===== config.mk =====
export PLATFORM = sky130hd
export DESIGN_NAME = spi_cmd_controller
export DESIGN_NICKNAME = d
export VERILOG_FILES = /design/src/rtl/monocular_pkg.sv /design/src/rtl/idle_timer.sv /design/src/rtl/spi_cmd_controller.sv
export SDC_FILE = /design/constraint.sdc
export NUM_CORES = 1
export LEC_CHECK = 0
export CAP_MARGIN = 20
export CORE_UTILIZATION = 50
export DETAILED_ROUTE_END_ITERATION = 10
export DONT_BUFFER_PORTS = 1
export PLACE_DENSITY = 0.7
export SLEW_MARGIN = 20
export SYNTH_ARGS = -nofsm -noshare
export SYNTH_HDL_FRONTEND = slang
export SYNTH_HIERARCHICAL = 1
export SYNTH_SLANG_ARGS = --single-unit

===== constraint.sdc =====
create_clock -name CLK -period 2 [get_ports CLK]
set_input_delay 0.3 -clock CLK [delete_from_list [all_inputs] [get_ports CLK]]
set_output_delay 0.3 -clock CLK [all_outputs]
set_load 0.1 [all_outputs]

===== src/rtl/monocular_pkg.sv =====
// monocular_pkg: shared opcodes, handshake bytes and command FSM states
package monocular_pkg;
  localparam logic [7:0] OP_NOP      = 8'h00;
  localparam logic [7:0] OP_PINS     = 8'h01;
  localparam logic [7:0] OP_STATUS   = 8'h02;
  localparam logic [7:0] OP_START    = 8'h03;
  localparam logic [7:0] OP_READ_BUF = 8'h04;
  localparam logic [7:0] ACK         = 8'hA5;
  localparam logic [7:0] NAK         = 8'hEE;
  typedef enum logic [1:0] {IDLE, GET_LEN, FETCH, STREAM} state_t;
endpackage


===== src/rtl/idle_timer.sv =====
// idle_timer: counts cycles since last clear, emits a 1-cycle expired pulse after TIMEOUT_CYCLES
module idle_timer #(
  parameter int TIMEOUT_CYCLES = 16000
) (
  input  logic CLK,
  input  logic reset,
  input  logic clear,
  output logic expired
);
  localparam int W = $clog2(TIMEOUT_CYCLES + 1);
  logic [W-1:0] cnt;
  always_ff @(posedge CLK) begin
    if (reset || clear) begin
      cnt     <= '0;
      expired <= 1'b0;
    end else begin
      cnt     <= cnt + 1'b1;
      expired <= cnt == W'(TIMEOUT_CYCLES - 1);
    end
  end
endmodule


===== src/rtl/spi_cmd_controller.sv =====
// spi_cmd_controller: SPI opcode decoder, capture starter and sample-buffer streamer
module spi_cmd_controller
  import monocular_pkg::*;
#(
  parameter int         ADDR_W         = 8,
  parameter int         TIMEOUT_CYCLES = 16000,
  parameter logic [3:0] VERSION        = 4'h1
) (
  input  logic              CLK,
  input  logic              reset,
  input  logic [7:0]        rx_byte,
  input  logic              rx_valid,
  output logic [7:0]        tx_byte,
  input  logic [7:0]        pin_values,
  output logic              cap_start,
  input  logic              cap_busy,
  input  logic              cap_done,
  output logic              buf_rd_en,
  output logic [ADDR_W-1:0] buf_rd_addr,
  input  logic [7:0]        buf_rd_data
);
  state_t          state;
  logic            err;
  logic [ADDR_W:0] remaining;
  logic            expired;
  idle_timer #(.TIMEOUT_CYCLES(TIMEOUT_CYCLES)) u_timer (
    .CLK     (CLK),
    .reset   (reset),
    .clear   (rx_valid || state == IDLE),
    .expired (expired)
  );
  // buf_rd_addr doubles as the stream address; buf_rd_en marks the first FETCH cycle
  always_ff @(posedge CLK) begin
    if (reset) begin
      state       <= IDLE;
      tx_byte     <= 8'h00;
      cap_start   <= 1'b0;
      buf_rd_en   <= 1'b0;
      buf_rd_addr <= '0;
      err         <= 1'b0;
      remaining   <= '0;
    end else begin
      cap_start <= 1'b0;
      if (state != IDLE && expired) begin
        state     <= IDLE;
        tx_byte   <= 8'h00;
        err       <= 1'b1;
        buf_rd_en <= 1'b0;
      end else begin
        case (state)
          IDLE: if (rx_valid) begin
            case (rx_byte)
              OP_NOP:    tx_byte <= 8'h00;
              OP_PINS:   tx_byte <= pin_values;
              OP_STATUS: begin
                tx_byte <= {cap_busy, cap_done, err, 1'b0, VERSION};
                err     <= 1'b0;
              end
              OP_START: begin
                tx_byte   <= cap_busy ? NAK : ACK;
                cap_start <= !cap_busy;
              end
              OP_READ_BUF: begin
                tx_byte <= ACK;
                state   <= GET_LEN;
              end
              default: begin
                tx_byte <= NAK;
                err     <= 1'b1;
              end
            endcase
          end
          GET_LEN: if (rx_valid) begin
            remaining   <= rx_byte == 8'h00 ? (ADDR_W+1)'(1 << ADDR_W) : (ADDR_W+1)'(rx_byte);
            buf_rd_addr <= '0;
            buf_rd_en   <= 1'b1;
            state       <= FETCH;
          end
          FETCH: begin
            if (rx_valid) err <= 1'b1;
            if (buf_rd_en) buf_rd_en <= 1'b0;
            else begin
              tx_byte <= buf_rd_data;
              state   <= STREAM;
            end
          end
          STREAM: if (rx_valid) begin
            buf_rd_addr <= buf_rd_addr + 1'b1;
            remaining   <= remaining - 1'b1;
            if (remaining == (ADDR_W+1)'(1)) begin
              tx_byte <= 8'h00;
              state   <= IDLE;
            end else begin
              buf_rd_en <= 1'b1;
              state     <= FETCH;
            end
          end
          default: state <= IDLE;
        endcase
      end
    end
  end
endmodule


==> run_summary.xml <==
<?xml version="1.0" encoding="UTF-8"?>
<metrics>
  <group name="die">
    <metric name="chipWidth" unit="µm">72.66</metric>
    <metric name="initial_core_util" unit="%">52.50</metric>
    <metric name="num_io_pins" unit="">47</metric>
    <metric name="placement_rows" unit="">25</metric>
    <metric name="die-area" unit="mm²">0.005279</metric>
    <metric name="coreArea" unit="mm²">0.004755</metric>
    <metric name="die_h" unit="µm">72.66</metric>
  </group>
  <group name="placement">
    <metric name="placed_wire_length_estimate" unit="µm">4171</metric>
    <metric name="gp_congestion" unit="">0.8396</metric>
    <metric name="portBuffers" unit="">0</metric>
  </group>
  <group name="synthesis">
    <metric name="synth_area_leaders" unit="">dfxtp_1 (36%), a21oi_1 (5.6%), a211oi_1 (2.7%)</metric>
    <metric name="yosysSeqAreaShare" unit="%">36.09</metric>
    <metric name="syn-instance-count" unit="">300</metric>
    <metric name="post_synth_net_total" unit="">333</metric>
    <metric name="asyncSetResetFlopFracSynth" unit="%">0</metric>
    <metric name="synth_enable_flop_cells" unit="">0</metric>
    <metric name="post-synth-top-area-cell" unit="">dfxtp_1</metric>
    <metric name="netlist_area" unit="mm²">0.002496</metric>
    <metric name="yosys_register_bits" unit="">45</metric>
    <metric name="syn_area_per_cell" unit="µm²">8.320</metric>
    <metric name="synth_warnings" unit="">6</metric>
    <metric name="ys.flop_type" unit="">dfxtp_1</metric>
    <metric name="ys_types" unit="">63</metric>
    <metric name="synthDominantCellAreaShare" unit="%">36.09</metric>
  </group>
  <group name="worst_setup_path">
    <metric name="timing.critical_path.cells" unit="">nor2_1 &gt; or2_1 &gt; or2_1 &gt; nor4_1 &gt; nor4b_1</metric>
    <metric name="cp.arrival" unit="ns">1.92</metric>
    <metric name="critical-path-top-cell-by-count" unit="">or2_1</metric>
    <metric name="ff2ff_path_depth" unit="">5</metric>
    <metric name="crit_type" unit="">flip-flop to flip-flop</metric>
    <metric name="slowest_delay" unit="ns">0.50</metric>
    <metric name="cpLargestDelayFamily" unit="">simple AND/OR/NAND/NOR gates</metric>
    <metric name="path_buf_inv" unit="">0</metric>
    <metric name="reg2reg_setup_slack" unit="ns">0.27</metric>
    <metric name="timing.critical_path.required" unit="ns">2.20</metric>
    <metric name="start_kind" unit="">flip-flop</metric>
    <metric name="critical_path_peak_fanout" unit="">11</metric>
    <metric name="r2r-end" unit="">u_timer/expired$_SDFF_PP0_</metric>
    <metric name="crit_slowest_cell" unit="">dfxtp_1</metric>
    <metric name="reg2reg_from" unit="">state[0]$_SDFFE_PP0P_</metric>
    <metric name="critPathCaptureType" unit="">flip-flop</metric>
  </group>
  <group name="outcome">
    <metric name="run_status" unit="">finished, final reports clean</metric>
  </group>
  <group name="drt">
    <metric name="drt_first_iter_violations" unit="">156</metric>
    <metric name="drt.antenna.violating_nets" unit="">0</metric>
    <metric name="drt-wirelength-per-cell" unit="µm">15.07</metric>
    <metric name="firstDrtPassIters" unit="">4</metric>
    <metric name="route.detailed.drc" unit="">0</metric>
    <metric name="route.detailed.vias_per_inst" unit="">5.961</metric>
    <metric name="detailroute.via_count" unit="">2289</metric>
    <metric name="detail_route.wirelength" unit="µm">5786</metric>
  </group>
  <group name="clock_network">
    <metric name="clock-root-buffer" unit="">clkbuf_8</metric>
    <metric name="cts_max_path_buffers" unit="">2</metric>
    <metric name="cts_max_level" unit="">2</metric>
    <metric name="clk_pin_slew" unit="ns">0.09</metric>
    <metric name="clock-sinks" unit="">45</metric>
    <metric name="cts_repair_resize_count" unit="">0</metric>
    <metric name="ctsHoldBuffers" unit="">0</metric>
    <metric name="cts-buffers-inserted" unit="">5</metric>
    <metric name="cts_tree" unit="">built</metric>
    <metric name="clkLatencyLatePin" unit="ns">0.30</metric>
    <metric name="postCtsSetupRepairBufs" unit="">0</metric>
  </group>
  <group name="power_and_ir_drop">
    <metric name="worst_vdd_drop" unit="mV">0.3573</metric>
    <metric name="cellLeakagePower" unit="nW">0.9626</metric>
    <metric name="power_density" unit="mW/mm²">627.4</metric>
  </group>
  <group name="global_route">
    <metric name="grt_pass1_wl" unit="µm">9494</metric>
    <metric name="gr-usage-all-layers" unit="%">22.90</metric>
    <metric name="grt_max_degree" unit="">23</metric>
    <metric name="globalRouteOverflowTotal" unit="">0</metric>
    <metric name="grt_pass1_vias" unit="">2046</metric>
    <metric name="number_of_antenna_violations_at_the_first_check_in_global_routing" unit="">0</metric>
  </group>
  <group name="timing">
    <metric name="worst_slew_margin_rel" unit="%">63.57</metric>
    <metric name="max_slew.worst_pin.slew" unit="ns">0.5464</metric>
    <metric name="final_max_slew_viol_count" unit="">0</metric>
    <metric name="min_period_over_period" unit="%">86.40</metric>
    <metric name="setup-tns-final" unit="ns">0</metric>
    <metric name="timing.final.hold_violations" unit="">0</metric>
    <metric name="setup_viol" unit="">0</metric>
    <metric name="max_freq" unit="GHz">0.5787</metric>
    <metric name="post-route-min-period" unit="ns">1.728</metric>
    <metric name="finalClockSkew" unit="ns">0.009846</metric>
    <metric name="rsz0062_at_grt" unit="">no</metric>
  </group>
  <group name="cells_and_area">
    <metric name="finish.net_count" unit="">349</metric>
    <metric name="area_growth_syn_to_layout" unit="%">12.78</metric>
    <metric name="final_layout_size_suffix_gt1_share" unit="%">14.83</metric>
    <metric name="antennaDiodeCount" unit="">0</metric>
    <metric name="utilization" unit="%">59.21</metric>
  </group>
  <group name="flow_run">
    <metric name="cap_violations" unit="">0</metric>
  </group>
  <group name="min_path">
    <metric name="timing.hold.worst_path_depth" unit="">1</metric>
    <metric name="timing.hold.worst_endpoint" unit="">remaining[4]$_SDFFE_PP0P_</metric>
    <metric name="min_from" unit="">reset</metric>
    <metric name="hp-class" unit="">primary input to flip-flop</metric>
  </group>
</metrics>
## worst register-to-register path, cell delays in order, from the launching register on
cell     delay (ns)
dfxtp_1        0.50
nor2_1         0.12
or2_1          0.28
or2_1          0.26
nor4_1         0.19
nor4b_1        0.28
## synth_stat cells, types with 4 or more instances
| cell type | instances |
|---|---|
| dfxtp_1 | 45 |
| a21oi_1 | 28 |
| nor2_1 | 18 |
| nand2_1 | 17 |
| clkbuf_1 | 13 |
| nor3_1 | 13 |
| nand3_1 | 12 |
| a211oi_1 | 9 |
| o21ai_1 | 9 |
| o21ai_0 | 8 |
| inv_1 | 7 |
| and2_1 | 6 |
| nand4_1 | 6 |
| nor4_1 | 6 |
| or3_1 | 6 |
| xor2_1 | 6 |
| a21o_1 | 5 |
| buf_2 | 4 |
| ha_1 | 4 |
| o31ai_1 | 4 |
| or4_1 | 4 |
## layout by cell type, fill, tap and decap left out, drive strengths merged, types with 4 or more instances in the layout
| cell | instances |
|---|---|
| dfxtp | 45 |
| buf | 29 |
| a21oi | 28 |
| nor2 | 18 |
| nand2 | 17 |
| o21ai | 17 |
| nor3 | 14 |
| nand3 | 12 |
| a211oi | 10 |
| inv | 9 |
| nand4 | 7 |
| nor4 | 6 |
| and2 | 6 |
| xor2 | 6 |
| or3 | 6 |
| clkbuf | 6 |
| a21o | 5 |
| or4 | 5 |
| o31ai | 4 |
| ha | 4 |
| nor4b | 4 |
| and3 | 4 |
## stage by stage
step | cell area [µm²] | hold slack [ns] | setup slack, ns | std cells | total power, mW
detailed placement | 2704 | 0.3755 | 0.1054 | 376 | 1.103
global route | 2815 | 0.04958 | 0.09582 | 384 | 1.833
global placement | 2704 | 0.3715 | 0.1522 | 376 | 1.102
finish | 2815 | 0.06735 | 0.2721 | 384 | 1.766
CTS | 2815 | 0.05591 | 0.2861 | 384 | 1.781
floorplan | 2497 | 0.3714 | 0.1961 | 300 | 1.091
## worst max-delay path by stage
stage	slack [ns]	depth (start not counted)	to	from
2_1_floorplan	0.20	4	buf_rd_addr[5]$_SDFFE_PP0P_	buf_rd_addr[0]$_SDFFE_PP0P_
3_3_place_gp	0.15	4	err$_SDFFE_PP0P_	rx_byte[6]
3_5_place_dp	0.11	4	err$_SDFFE_PP0P_	rx_byte[6]
4_1_cts	0.29	5	u_timer/expired$_SDFF_PP0_	state[0]$_SDFFE_PP0P_
5_1_grt	0.1	7	tx_byte[7]$_SDFFE_PP0P_	remaining[1]$_SDFFE_PP0P_
6_report	0.27	5	u_timer/expired$_SDFF_PP0_	state[0]$_SDFFE_PP0P_
## kinds of logic after synthesis
logic type,share of synthesized area (%)
AO/OA/AOI/OAI,25.06
multiplexers,0.8020
adder cells (fa/ha/maj),2.005
flip-flops,36.09
AND/OR/NAND/NOR,27.72
XOR/XNOR,3.158
buffers and inverters,5.163
## state kept, by name, indices dropped and copies added, names as in the netlist, 2 cells and up
signal and cells:
buf_rd_addr 8, remaining 9, state 2, tx_byte 8, u_timer/cnt 14
## layer usage
| layer | up-vias | routed length, µm | GRT usage (%) |
|---|---|---|---|
| li1 | 1158 | - | - |
| met1 | 1067 | 2745 | 30.47 |
| met2 | 58 | 2671 | 38.11 |
| met3 | 6 | 306 | 4.420 |
| met4 | 0 | 63 | 5.882 |
| met5 | - | 0 | 0 |
## report_power, final
group	internal [mW]	switching, mW
Sequential	0.908	0.00776
Clock	0.375	0.309
Combinational	0.0474	0.119
## cell type report
cell class / count / area [µm²]
clock inverter: 2 / 38.79
sequential: 45 / 902.1
clock buffer: 6 / 72.57
timing repair buffer: 29 / 217.7
tap: 67 / 83.83
multi-input combinational: 226 / 1466
fill: 463 / 1939
inverter: 9 / 33.78
Note: power is estimated with default switching activity, not from simulation.
